### config.mk
export PLATFORM = sky130hd
export DESIGN_NAME = imem_loader_flat
export DESIGN_NICKNAME = d
export VERILOG_FILES = /design/src/rtl/imem_loader_if.sv /design/src/rtl/imem_loader.sv /design/src/flat_wrapper.sv
export SDC_FILE = /design/constraint.sdc
export NUM_CORES = 1
export LEC_CHECK = 0
export CORE_ASPECT_RATIO = 1.4
export CORE_MARGIN = 2
export CORE_UTILIZATION = 60
export CTS_CLUSTER_DIAMETER = 100
export DETAILED_ROUTE_END_ITERATION = 12
export PLACE_DENSITY_LB_ADDON = 0.12
export SYNTH_ARGS = -nofsm -noshare
export SYNTH_HDL_FRONTEND = slang
export SYNTH_SLANG_ARGS = --single-unit
### constraint.sdc
create_clock -name clk -period 4.5 [get_ports clk]
set_input_delay 0.9 -clock clk [delete_from_list [all_inputs] [get_ports clk]]
set_output_delay 0.9 -clock clk [all_outputs]
set_load 0.02 [all_outputs]
### src/rtl/imem_loader_if.sv
// imem_loader_if: byte-stream input and instruction RAM write port of the boot loader
interface imem_loader_if #(
    parameter int width       = 16,
    parameter int iaddr_width = 10
);
    logic                   in_valid;
    logic [7:0]             in_data;
    logic                   in_ready;
    logic [iaddr_width-1:0] imem_addr;
    logic [width-1:0]       imem_data;
    logic                   imem_write;
    modport master (output in_valid, in_data, input in_ready, imem_addr, imem_data, imem_write);
    modport slave  (input in_valid, in_data, output in_ready, imem_addr, imem_data, imem_write);
endinterface

### src/rtl/imem_loader.sv
// imem_loader: receives a framed, checksummed program image and writes it into instruction RAM,
// holding the CPU in reset until a good image has loaded
module imem_loader #(
    parameter int         width       = 16,
    parameter int         iaddr_width = 10,
    parameter logic [7:0] SYNC        = 8'hA5
) (
    input  logic         clk,
    input  logic         reset_n,
    imem_loader_if.slave bus,
    output logic         cpu_reset,
    output logic         busy,
    output logic         done,
    output logic         error
);
    typedef enum logic [2:0] {WAIT_SYNC, LEN_LO, LEN_HI, DATA_LO, DATA_HI, CSUM, RUN} state_t;
    localparam int cw = iaddr_width + 1;
    state_t          state, state_n;
    logic [7:0]      len_lo, lo, csum;
    logic [cw-1:0]   cnt, len, cnt_inc;
    logic [15:0]     n;
    logic            ready, xfer, is_sync, too_long, csum_ok;
    assign ready        = 1'b1;
    assign bus.in_ready = ready;
    assign xfer         = bus.in_valid && ready;
    assign is_sync      = bus.in_data == SYNC;
    assign n            = {bus.in_data, len_lo};
    assign too_long     = 32'(n) > (32'd1 << iaddr_width);
    assign cnt_inc      = cnt + 1'b1;
    assign csum_ok      = bus.in_data == csum;
    assign busy         = state != WAIT_SYNC && state != RUN;
    always_ff @(posedge clk or negedge reset_n)
        if (!reset_n) state <= WAIT_SYNC;
        else          state <= state_n;
    always_comb begin
        state_n = state;
        if (xfer)
            case (state)
                WAIT_SYNC, RUN: state_n = is_sync ? LEN_LO : state;
                LEN_LO:         state_n = LEN_HI;
                LEN_HI:         state_n = too_long ? WAIT_SYNC : n == 16'd0 ? CSUM : DATA_LO;
                DATA_LO:        state_n = DATA_HI;
                DATA_HI:        state_n = cnt_inc == len ? CSUM : DATA_LO;
                CSUM:           state_n = csum_ok ? RUN : WAIT_SYNC;
                default:        state_n = WAIT_SYNC;
            endcase
    end
    // The RAM write is a pipeline stage one cycle behind the high byte, so input never stalls
    always_ff @(posedge clk or negedge reset_n)
        if (!reset_n) begin
            cpu_reset      <= 1'b1;
            done           <= 1'b0;
            error          <= 1'b0;
            csum           <= '0;
            cnt            <= '0;
            len            <= '0;
            len_lo         <= '0;
            lo             <= '0;
            bus.imem_write <= 1'b0;
            bus.imem_addr  <= '0;
            bus.imem_data  <= '0;
        end else begin
            cpu_reset      <= state_n != RUN;
            bus.imem_write <= 1'b0;
            if (xfer)
                case (state)
                    WAIT_SYNC, RUN: if (is_sync) begin
                        csum  <= '0;
                        cnt   <= '0;
                        done  <= 1'b0;
                        error <= 1'b0;
                    end
                    LEN_LO: begin
                        len_lo <= bus.in_data;
                        csum   <= csum ^ bus.in_data;
                    end
                    LEN_HI: begin
                        len   <= n[cw-1:0];
                        csum  <= csum ^ bus.in_data;
                        error <= too_long;
                    end
                    DATA_LO: begin
                        lo   <= bus.in_data;
                        csum <= csum ^ bus.in_data;
                    end
                    DATA_HI: begin
                        csum           <= csum ^ bus.in_data;
                        cnt            <= cnt_inc;
                        bus.imem_write <= 1'b1;
                        bus.imem_addr  <= cnt[iaddr_width-1:0];
                        bus.imem_data  <= width'({bus.in_data, lo});
                    end
                    CSUM: begin
                        done  <= csum_ok;
                        error <= !csum_ok;
                    end
                    default: ;
                endcase
        end
endmodule

### src/flat_wrapper.sv
// flat-port wrapper written by rule: the top's interface ports become plain ports
module imem_loader_flat 
#(
    parameter int         width       = 16,
    parameter int         iaddr_width = 10,
    parameter logic [7:0] SYNC        = 8'hA5
)
  (clk, reset_n, cpu_reset, busy, done, error, bus_in_valid, bus_in_data, bus_in_ready, bus_imem_addr, bus_imem_data, bus_imem_write);
  imem_loader_if #(.width(width), .iaddr_width(iaddr_width)) bus_i ();
  input  logic clk;
  input  logic reset_n;
  output logic cpu_reset;
  output logic busy;
  output logic done;
  output logic error;
  input wire logic [$bits(bus_i.in_valid)-1:0] bus_in_valid;
  input wire logic [$bits(bus_i.in_data)-1:0] bus_in_data;
  output wire logic [$bits(bus_i.in_ready)-1:0] bus_in_ready;
  output wire logic [$bits(bus_i.imem_addr)-1:0] bus_imem_addr;
  output wire logic [$bits(bus_i.imem_data)-1:0] bus_imem_data;
  output wire logic [$bits(bus_i.imem_write)-1:0] bus_imem_write;
  assign bus_i.in_valid = bus_in_valid;
  assign bus_i.in_data = bus_in_data;
  assign bus_in_ready = bus_i.in_ready;
  assign bus_imem_addr = bus_i.imem_addr;
  assign bus_imem_data = bus_i.imem_data;
  assign bus_imem_write = bus_i.imem_write;
  imem_loader #(.width(width), .iaddr_width(iaddr_width), .SYNC(SYNC)) u_core (.clk(clk), .reset_n(reset_n), .bus(bus_i), .cpu_reset(cpu_reset), .busy(busy), .done(done), .error(error));
endmodule
Word level (Yosys, flattened, before mapping)
Cells that the tools add are included.
{ "word_totals": {"regBits": 79, "inputBits": 11, "out_inout_bits": 32, "wordCells": 62} }
{ "op_classes": {"add_sub_neg": 1, "n_lt_le_gt_ge": 1, "n_eq_ne": 12, "muxes": 16, "bitwise_logic": 1, "n_reduce_logical": 19} }
{ "ops": {"columns": ["cell", "n"], "rows": [
  ["$pmux W11 S2", 1],
  ["$mux W3", 6],
  ["$pmux W3 S6", 1],
  ["$gt A16 B11 Y1 const B", 1],
  ["$logic_not A16 Y1", 1],
  ["$pmux W8 S2", 1],
  ["$reduce_and A3 Y1", 4],
  ["$add A11 B1 Y11 const B", 1],
  ["$eq A11 B11 Y1", 1],
  ["$mux W11", 1],
  ["$eq A3 B3 Y1 const B", 3],
  ["$eq A8 B8 Y1", 1],
  ["$eq A8 B8 Y1 const B", 1],
  ["$mux W8", 1],
  ["$reduce_and A2 Y1", 4],
  ["$xor A8 B8 Y8", 1],
  ["$eq A3 B2 Y1 const B", 2],
  ["$ne A3 B3 Y1 const B", 2],
  ["$reduce_bool A2 Y1", 3],
  ["$reduce_bool A3 Y1", 2],
  ["$reduce_or A4 Y1", 1],
  ["$eq A3 B1 Y1 const B", 1],
  ["$logic_not A3 Y1", 1],
  ["$mux W1", 3],
  ["6 further kinds", 6]
]} }

Depth between registers and ports, before layout
{ "depth": {"depth_word": 6, "mapped_depth": 8, "ltp_nobuf": 7} }

Least setup slack after synthesis
Ideal clock, no wire load.
{ "synth_path": {"path_kind": "input port to flip-flop", "from": "input port bus_in_data[0]", "to": "register u_core.state[1]", "setup_time_ns": 0.132, "arrival_time_ns": 2.550, "required_time_ns": 4.368, "setup_slack_ns": 1.818, "path_stages": 7, "n_path_buf": 1, "cell_sequence": "buf_6 -> or4_4 -> or4_4 -> xnor2_2 -> o21ai_1 -> o221a_1 -> o21bai_1"} }
{ "synth_between": {"elab_chain_cells": 5, "word_cells_on_any_way": 10, "classes_between": "order compare: 1; eq/ne: 2; mux: 6; reduce/logical: 1"} }
{ "synth_rtl": {"columns": ["item", "line", "text"], "rows": [
  ["start, declared", "flat_wrapper.sv:17", "input wire logic [$bits(bus_i.in_data)-1:0] bus_in_data;"],
  ["parallel branches: the longest is 3 deep, another holds $gt A16 B11 Y1", null, null],
  ["$pmux W3 S6 (*)", "imem_loader.sv:38", "case (state)"],
  ["$mux W3 (*)", "imem_loader.sv:37", "if (xfer)"],
  ["named net u_core.state_n[1]", "imem_loader.sv:18", "state_t state, state_n;"],
  ["end signal, assigned", "imem_loader.sv:34", "else state <= state_n;"],
  ["end, declared", "imem_loader.sv:18", null]
]} }
Mark *: on every way through the listed nets, which the timed path passes.
A chain may end at the register's enable or synchronous reset.

Worst setup path in the final report
{ "layout_path": {"from": "input port bus_in_data[1]", "to": "register u_core.error"} }
{ "layout_between": {"elab_chain_cells": 3, "word_cells_on_any_way": 7, "classes_between": "order compare: 1; eq/ne: 3; mux: 1; reduce/logical: 2"} }
{ "layout_rtl": {"columns": ["item", "line", "text"], "rows": [
  ["parallel branches: the longest is 3 deep, another holds $gt A16 B11 Y1", null, null],
  ["end signal, assigned", "imem_loader.sv:80", "error <= too_long;"],
  ["end signal, assigned", "imem_loader.sv:95", "error <= !csum_ok;"],
  ["end, declared", "imem_loader.sv:14", "output logic error"]
]} }
Several ways; the timed one is not identified.

==> impl_summary.md <==
Synthesis
The count of state elements after synthesis is 79. The number of different library cells used by synthesis comes to 54. The predominant post-synthesis flop cell is dfrtp_1. Counting flops with a built-in enable in the synthesized netlist gives 0.

After synthesis, the cell types taking the most area are dfrtp_1, nand2_1, mux2_2, xnor2_1, o21ai_0. In the synthesized netlist the async set-or-reset flop fraction comes to 100%. The synthesized net count is about 420. Among all cell types in the netlist, the one instantiated most often is nand2_1. The number of synthesis warnings is 0. Ranked by instance count, the synthesized netlist is headed by nand2_1, dfrtp_1, o21ai_0, mux2_2, nor2_1. The area of the mapped netlist is between 3000 and 4000 um2. After synthesis, flip-flops and latches occupy approximately half of the total area. The synthesized netlist cell count is approximately 410. The leading area contributor after synthesis is dfrtp_1. The post-synthesis area per instance is 9.53 um2. Summed over its instances, the top area cell type makes up between 50% and 60% of the synthesized netlist area.

Final layout
The final instance area is 4480 um2. The final antenna diode count is 0. Compared with the post-synthesis result, the final layout area differs by 15.5%. Registers take roughly 2000 um2. The net count of the finished layout is 450. The layout has roughly 490 filler cells. In the final layout, the multi-input gates occupy 1770 um2. The core occupancy in the finished layout is a little under three quarters. The fraction of layout instances using a drive strength above 1 is between 10% and 20%. The filler-free cell count of the finished design is approximately 510.

Detailed routing
The final route contains around 3,000 vias. Dividing the detail-routed wire length by the instance count gives around 16 um. The initial detailed-routing violation count is between 200 and 250. The detail route stage leaves a number of antenna-violating nets equal to 0. After detailed routing, the number of vias per cell comes to approximately 6. The total wire length is 8.15 mm. The DRC violations left is 0. Before antenna repair, the detailed router went through 5 iterations.

Timing
The minimum clock period after layout is around 3.2 ns. The final hold violation count came to 0. For the final database, setup skew stands at 0.00792 ns.

The setup violation total in the final timing report is 0. At the pin with the least slew margin, the transition time is approximately 0.94 ns. The setup TNS is 0 ns. The count of pins over their slew limit came to 0.

Based on the critical path, the design can be clocked at up to ~0.32 GHz. Across all hold checks on the routed design, the worst slack comes to roughly 0.47 ns. Setup repair after global routing left no endpoint under its margin. The least setup slack across all paths after layout is about 1.3 ns. The portion of the clock cycle consumed by the worst path in the final layout is between 70% and 80%. The relative max-transition margin is between 30 and 40%.

Clock tree
Clock-pin slew was measured on the worst setup and hold paths at 0.08 ns. Counting along the longest clock path gives a buffer depth of 2. The CTS buffer count is 9.

The cell sitting at the root of the clock tree is a clkbuf_8. The later-pin clock latency in the skew report is around 0.35 ns. The count of instances resized after the clock tree is built is 0.

The H-tree was split into 3 levels. TritonCTS built the clock tree. The number of buffers inserted for hold repair after clock tree synthesis is 0. Counting every sink on the clock net gives 79. The number of setup buffers added after CTS is 0.

Power
The worst-case IR drop observed on VDD is between 0.4 and 0.5 mV. The total power draw is between 2 and 3 mW. The total power divided by cell area is 602 nW/um2.

In this run the static leakage power is just under 2 nW.

Floorplanning
The area of the die is between 7000 and 8000 um2. The number of placement rows is 34. The die width is slightly above 70 um. The y dimension of the die is approximately 100 um. The region available for standard cell placement spans 6250 um2. The starting density of the core is just over 60%. Pin placement for this block handled 43 I/O pins.

Place
The post-placement worst setup slack is between 0.9 and 1 ns. The global placement routability congestion is between 0.9 and 1. In this run the cell area measured after placement is roughly 4300 um2. Buffers placed on the I/O ports in this run total 41. The detailed placer's ending HPWL is between 5 and 6 mm. Counting tap cells, the placed design contains a total of ~500 instances.

Hold path
Counting instances, the worst hold path has a depth of 2. The min-delay analysis places its worst path in the category flip-flop to flip-flop.

Critical path
The category of the most critical setup path is input pin to flip-flop. The worst setup path is launched from an input pin. The data arrival time of the critical path is 3.40 ns. Across all register-to-register paths, the minimum setup slack is between 2 and 2.5 ns. For the worst setup path, the data required time is 4.74 ns. STA classifies the critical path endpoint as a flip-flop. Measured in cells, the most critical reg-to-reg path has a length of 7. Along the worst path, the maximum fanout reaches 10.

Run status
The flow ran to the end, and the final reports show no timing, DRC or antenna violations.

Global routing
The first-pass GRT wire length is 13.8 mm. Global routing finished with a remaining overflow of 0. Entering global routing, the biggest net connects 80 pins. The number of antenna violations at the first check in global routing is 0. The via count of the first global-routing pass is between 2,000 and 3,000. In the global route stage, overall resource usage came out at 25.1%.

Job
The tool flagged a number of max-cap violations equal to 0.
## cell families after synthesis
group | share of synthesized area, %
other | 0.0967
XOR/XNOR | 5.39
AND/OR/NAND/NOR | 21.6
multiplexers | 7.55
AO/OA/AOI/OAI | 10.6
flip-flops | 51.0
buffers and inverters | 3.39
adder cells (fa/ha/maj) | 0.322
## placed cells by master, fill, tap and decap left out, types with 2 or more instances in the layout
cell             instances
inv_6                    2
or3_1                    3
a2111oi_0                3
o31ai_1                  3
nand3_1                  7
clkbuf_8                 9
a31oi_1                  3
and3_1                   5
nand2_1                106
or4_4                    2
or4_1                    2
nor3_1                   5
clkdlybuf4s50_1         40
xor2_1                   6
mux2_2                  26
o21ai_1                 11
o221ai_1                 2
buf_4                    4
nand4_1                  6
o21ai_0                 27
nor2b_1                  7
and2_1                   3
xnor2_1                 16
nor2_1                  22
inv_1                    4
o41ai_1                  2
dfrtp_1                 78
nand2b_1                 2
a21oi_1                  8
## area by class of cell
class,count,area share [%]
flip-flops and latches,79,44.1
multi-input cells,299,39.5
repair buffers,44,9.61
clock buffers,9,2.76
well taps,72,2.01
clock inverters,6,1.54
inverters,5,0.419
## worst paths after layout
| path | startpoint | endpoint |
|---|---|---|
| worst min-delay path | u_core.lo[6]$_DFFE_PN0P_ | u_core.bus.imem_data[6]$_DFFE_PN0P_ |
| max in group asynchronous | reset_n | u_core.error$_DFFE_PN0P_ |
| worst max register to register | u_core.cnt[0]$_DFFE_PN0P_ | u_core.cpu_reset$_DFF_PN1_ |
| worst max-delay path | bus_in_data[1] | u_core.error$_DFFE_PN0P_ |
| worst min register to register | u_core.lo[6]$_DFFE_PN0P_ | u_core.bus.imem_data[6]$_DFFE_PN0P_ |
| min in group asynchronous | reset_n | u_core.bus.imem_addr[1]$_DFFE_PN0P_ |
## routing by layer
metal | global-route usage [%] | vias up | wire length [um]
met5 | 0 | - | 0
met4 | 10.4 | 0 | 180
met3 | 4.15 | 17 | 269
met2 | 42.3 | 76 | 4240
met1 | 31.9 | 1464 | 3460
li1 | - | 1451 | -
## power by group
group | total [mW] | internal [mW] | switching (mW)
combinational | 1.01 | 0.487 | 0.526
clock | 0.518 | 0.257 | 0.261
sequential | 1.16 | 0.954 | 0.211
total | 2.70 | 1.70 | 0.999
## worst max-delay path: stages
cell and delay [ns]:
clkdlybuf4s50_1 0.69, or4_4 0.54, o41ai_1 0.39, a2111oi_0 0.21, or4_1 0.49, and3_1 0.18
## registers in the layout (all words and copies together) (netlist names)
name,flops
u_core.csum,8
u_core.len_lo,8
u_core.len,11
u_core.state,3
u_core.bus.imem_data,16
u_core.done,1
u_core.cnt,11
u_core.cpu_reset,1
u_core.bus.imem_addr,10
u_core.error,1
u_core.lo,8
u_core.bus.imem_write,1
Note: power is estimated with default switching activity, not from simulation.
